$ cat src/rtl/keypad_time_loader.sv
// Debounces a 10-key keypad, shifts digits into an M:SS entry register and loads the BCD countdown chain on start.
// Digit appears DEBOUNCE+1 edges after a clean press; loadn pulses low the edge after start; all outputs registered.
module keypad_time_loader #(
    parameter int DEBOUNCE = 4
) (
    input  logic       clk,
    input  logic       clrn,
    input  logic [9:0] key,
    input  logic       start,
    input  logic       clear,
    input  logic       timer_zero,
    output logic [3:0] min_ones,
    output logic [3:0] sec_tens,
    output logic [3:0] sec_ones,
    output logic       loadn,
    output logic [1:0] digit_cnt,
    output logic       locked
);
    localparam logic [3:0] DB_LIMIT = 4'(DEBOUNCE);

    typedef enum logic [1:0] {DB_ARM, DB_STABLE, DB_RELEASE} db_state_t;
    typedef enum logic [1:0] {ST_IDLE, ST_ENTRY, ST_LOADED} st_t;

    db_state_t  db_state_q, db_state_d;
    logic [3:0] db_cnt_q, db_cnt_d;
    logic [9:0] db_code_q, db_code_d;
    logic       key_evt_q, key_evt_d;
    logic [3:0] key_dig_q, key_dig_d;

    st_t        state_q, state_d;
    logic [3:0] min_q, min_d;
    logic [3:0] tens_q, tens_d;
    logic [3:0] ones_q, ones_d;
    logic [1:0] cnt_q, cnt_d;
    logic       loadn_q, loadn_d;
    logic       locked_q, locked_d;

    logic       key_onehot;
    logic [3:0] key_index;
    logic       accept;

    always_comb begin
        key_onehot = (key != 10'd0) && ((key & (key - 10'd1)) == 10'd0);
        key_index  = 4'd0;
        for (int i = 0; i < 10; i++) begin
            if (key[i]) key_index = 4'(i);
        end
    end

    // Debouncer: a key must stay the same one-hot code for DB_LIMIT edges, then be released before the next.
    always_comb begin
        db_state_d = db_state_q;
        db_cnt_d   = db_cnt_q;
        db_code_d  = db_code_q;
        key_evt_d  = 1'b0;
        key_dig_d  = key_dig_q;
        case (db_state_q)
            DB_ARM: begin
                if (key_onehot) begin
                    db_code_d = key;
                    db_cnt_d  = 4'd1;
                    key_dig_d = key_index;
                    if (DB_LIMIT <= 4'd1) begin
                        key_evt_d  = 1'b1;
                        db_state_d = DB_RELEASE;
                    end else begin
                        db_state_d = DB_STABLE;
                    end
                end
            end
            DB_STABLE: begin
                if (key == db_code_q) begin
                    db_cnt_d = db_cnt_q + 4'd1;
                    if (db_cnt_q + 4'd1 >= DB_LIMIT) begin
                        key_evt_d  = 1'b1;
                        db_state_d = DB_RELEASE;
                    end
                end else begin
                    db_state_d = DB_ARM;
                end
            end
            DB_RELEASE: begin
                if (key == 10'd0) db_state_d = DB_ARM;
            end
            default: db_state_d = DB_ARM;
        endcase
    end

    // Shifting in a digit above 5 would push an illegal value into the mod-6 tens counter.
    assign accept = key_evt_q && (cnt_q < 2'd3) && ((cnt_q == 2'd0) || (ones_q <= 4'd5));

    always_comb begin
        state_d  = state_q;
        min_d    = min_q;
        tens_d   = tens_q;
        ones_d   = ones_q;
        cnt_d    = cnt_q;
        loadn_d  = 1'b1;
        locked_d = locked_q;
        if (clear) begin
            state_d  = ST_IDLE;
            min_d    = 4'd0;
            tens_d   = 4'd0;
            ones_d   = 4'd0;
            cnt_d    = 2'd0;
            locked_d = 1'b0;
        end else begin
            case (state_q)
                ST_IDLE: begin
                    if (key_evt_q && !start) begin
                        min_d   = 4'd0;
                        tens_d  = 4'd0;
                        ones_d  = key_dig_q;
                        cnt_d   = 2'd1;
                        state_d = ST_ENTRY;
                    end
                end
                ST_ENTRY: begin
                    if (start) begin
                        loadn_d  = 1'b0;
                        locked_d = 1'b1;
                        state_d  = ST_LOADED;
                    end else if (accept) begin
                        min_d  = tens_q;
                        tens_d = ones_q;
                        ones_d = key_dig_q;
                        cnt_d  = cnt_q + 2'd1;
                    end
                end
                ST_LOADED: begin
                    if (timer_zero && loadn_q) begin
                        state_d  = ST_IDLE;
                        min_d    = 4'd0;
                        tens_d   = 4'd0;
                        ones_d   = 4'd0;
                        cnt_d    = 2'd0;
                        locked_d = 1'b0;
                    end
                end
                default: state_d = ST_IDLE;
            endcase
        end
    end

    always_ff @(posedge clk or negedge clrn) begin
        if (!clrn) begin
            db_state_q <= DB_ARM;
            db_cnt_q   <= 4'd0;
            db_code_q  <= 10'd0;
            key_evt_q  <= 1'b0;
            key_dig_q  <= 4'd0;
            state_q    <= ST_IDLE;
            min_q      <= 4'd0;
            tens_q     <= 4'd0;
            ones_q     <= 4'd0;
            cnt_q      <= 2'd0;
            loadn_q    <= 1'b1;
            locked_q   <= 1'b0;
        end else begin
            db_state_q <= db_state_d;
            db_cnt_q   <= db_cnt_d;
            db_code_q  <= db_code_d;
            key_evt_q  <= key_evt_d;
            key_dig_q  <= key_dig_d;
            state_q    <= state_d;
            min_q      <= min_d;
            tens_q     <= tens_d;
            ones_q     <= ones_d;
            cnt_q      <= cnt_d;
            loadn_q    <= loadn_d;
            locked_q   <= locked_d;
        end
    end

    assign min_ones  = min_q;
    assign sec_tens  = tens_q;
    assign sec_ones  = ones_q;
    assign loadn     = loadn_q;
    assign digit_cnt = cnt_q;
    assign locked    = locked_q;

endmodule
$ cat config.mk
export PLATFORM = sky130hd
export DESIGN_NAME = keypad_time_loader
export DESIGN_NICKNAME = d
export VERILOG_FILES = /design/src/rtl/keypad_time_loader.sv
export SDC_FILE = /design/constraint.sdc
export NUM_CORES = 1
export LEC_CHECK = 0
export CAP_MARGIN = 20
export CORE_ASPECT_RATIO = 1.25
export CORE_MARGIN = 1
export CORE_UTILIZATION = 30
export DETAILED_ROUTE_END_ITERATION = 8
export PLACE_DENSITY = 0.59
export SYNTH_ARGS = -nofsm -noshare
export SYNTH_HDL_FRONTEND = slang
export SYNTH_SLANG_ARGS = --single-unit
$ cat constraint.sdc
create_clock -name clk -period 2.7 [get_ports clk]
set_input_delay 0.54 -clock clk [delete_from_list [all_inputs] [get_ports clk]]
set_output_delay 0.54 -clock clk [all_outputs]
set_load 0.005 [all_outputs]
==> impl_metrics.tcl <==
set metrics [dict create \
    cts_buffers 5 \
    crit_fanout 10 \
    r2r_end "digit_cnt[1]" \
    grt_overflow_total 0 \
    antenna_found_initial 0 \
    clock_skew_ns 0.00729 \
    grt_max_degree 40 \
    drc_errors 0 \
    die_w_um 76.4 \
    post-cts-setup-buffers 0 \
    fill_cells 680 \
    p_leak_nw 1.20 \
    insertion_delay_ns 0.29 \
    syn_inst 200 \
    drv_slew 0 \
    syn-cell-area_um2 2080 \
    grt_pass1_wl_mm 7.40 \
    placementRows 33 \
    max_slew_margin 0.413 \
    area_growth_pct 28.8 \
    cts.htree.levels 2 \
    synthesis.nets 222 \
    clockRootBuffer "clkbuf_8" \
    boundaryPins 31 \
    critPathCapture "db_code_q[8]" \
    critPathSlowestCell "clkdlybuf4s50_1" \
    async_reset_ff_frac 1.00 \
    max_stage_delay_ns 0.47 \
    coreArea_um2 6610 \
    path_class "in -> reg" \
    place_inst 332 \
    final_antenna_net_count 0 \
    hold_viol_final 0 \
    synthFlopType "dfrtp_1" \
    avgSynthCellArea_um2 10.4 \
    cp-startpoint "key[5]" \
    worst_slew_pin_slew_ns 0.880 \
    start_util 0.314 \
    die_h_um 95.0 \
    ff2ff_path_depth 8 \
    antennaDiodeCount 0 \
    routed_via_density 4.81 \
    drive_above_1_share 0.170 \
    clk_pin_slew_ns 0.08 \
    min_path_type "in -> async" \
    cts-hold-fix-buffers 0 \
    die_area_um2 7260 \
    max_freq_ghz 0.431 \
    p_total_mw 1.15 \
    portBuffers 30 \
    rrSetupSlack_ns 0.82 \
    cts_max_path_buffers 2 \
    vias 1634 \
    drt-initial-drc-count 88 \
    place_congestion 0.843 \
    worstPathArrival_ns 2.50 \
    totalWireLength_mm 4.28 \
    clock-sinks 39 \
    crit_chain "clkdlybuf4s50_1, or3_4, maj3_2, a211o_1, buf_4, mux2_4" \
    status "finished clean" \
    setup_viol 0 \
    maxCapViolations 0 \
    start_kind "input pin" \
    avgRoutedWirePerCell_um 12.6 \
    ys_seq_elements 39 \
    drtPass1Iterations 4 \
    cp.required_ns 2.88 \
    ir_drop_mv 0.185 \
    fin_crit_sh 0.859 \
    cts_tree "yes" \
    grt_pass1_vias 1590 \
    nets 274 \
    synth_cell_types 42 \
    p_per_area_nw_per_um2 429 \
    yosysWarnings 0 \
    fin_crit_ns 2.32 \
    post_cts_resized 0 \
    rsz0062_at_grt "false" \
    track_usage 0.131 \
    layout.cells.non_filler 340 \
    dp.final_hpwl_mm 3.28 \
    synth_edf_count 0 \
    end_kind "register" \
    synth.yosys.seq_area_share 0.470 \
    regToRegStartpoint "state_q[0]" \
    fin_tns_setup_ns 0 \
]
[area by class of cell]
type	instances	area [um^2]	area share
clock buffers	6	72.6	0.0271
repair buffers	50	445	0.167
flip-flops and latches	39	977	0.365
well taps	87	109	0.0407
clock inverters	2	12.5	0.00468
inverters	15	56.3	0.0210
multi-input cells	141	1000	0.375
[layer usage]
metal  share of wire  up-vias  track usage
li1                -      808            -
met1            0.45      783        0.161
met2            0.50       36        0.224
met3           0.034        7       0.0297
met4           0.015        0       0.0529
met5               0        -            0
[how the worst min path moves through the flow]
stage	from	endpoint	slack, ns	cells past startpoint
global route	clrn	db_cnt_q[1]	0.44	1
CTS	clrn	min_ones[3]	0.40	1
finish	clrn	db_cnt_q[1]	0.37	1
global placement	key_dig_q[3]	key_dig_q[3]	0.46	2
detailed placement	key_dig_q[3]	key_dig_q[3]	0.47	2
floorplan	clrn	db_cnt_q[0]	0.24	0
[placed cells by master (no fill, tap or decap), drive strengths merged, types with 3 or more instances in the layout]
cell / count
nor4: 4
clkbuf: 6
buf: 21
nand3: 6
nor3: 6
nor3b: 3
clkdlybuf4s50: 29
o21ai: 14
or3: 4
mux2: 8
xor2: 10
nor2b: 3
a21oi: 6
mux2i: 8
nor2: 14
inv: 15
nand2: 12
o21bai: 3
a22o: 8
ha: 7
o31ai: 3
nand2b: 3
dfrtp: 38
[worst max-delay path, delay by kind of cell]
kind | cells | cell delay, ns
buf+inv | 2 | 0.66
fa+ha+maj | 1 | 0.32
mux | 1 | 0.29
compound gates | 1 | 0.27
simple gates | 1 | 0.41
[metrics by stage]
stage          hold WS, ns  setup slack [ns]  area [um^2]  utilization
6_report             0.366             0.381         2680        0.405
5_1_grt              0.435             0.300         2680        0.405
4_1_cts              0.396             0.388         2680        0.405
3_5_place_dp         0.472            0.0645         2590        0.392
3_3_place_gp         0.464            0.0874         2590        0.392
2_1_floorplan        0.244             0.426         2080            -
[power by group]
part	internal, mW	total, mW	switching [mW]
logic	0.0719	0.137	0.0654
registers	0.605	0.622	0.0170
clock network	0.181	0.388	0.208
[synthesized netlist by cell type, drive strengths merged (6+ instances only)]
master,n,area (um^2)
dfrtp,38,951
inv,15,56.3
mux2i,8,80.1
o21ai,14,70.1
ha,7,87.6
nor2,14,52.6
nor3,6,30.0
xor2,10,87.6
a22o,8,70.1
nand3,6,30.0
mux2,8,93.8
a21oi,6,30.0
nand2,12,45.0
[cell families after synthesis]
family                   share of synthesized area
AND/OR/NAND/NOR                              0.149
flip-flops                                   0.470
adder cells (fa/ha/maj)                     0.0476
XOR/XNOR                                    0.0506
AO/OA/AOI/OAI                                0.152
buffers and inverters                       0.0470
multiplexers                                0.0837
[state kept, by name, summed over array words and instances (netlist names), 2 cells and up]
register and flops:
digit_cnt 2, db_state_q 2, key_dig_q 4, min_ones 4
state_q 2, db_code_q 10, db_cnt_q 4, sec_tens 4
sec_ones 4
(Power assumes the default switching activity.)
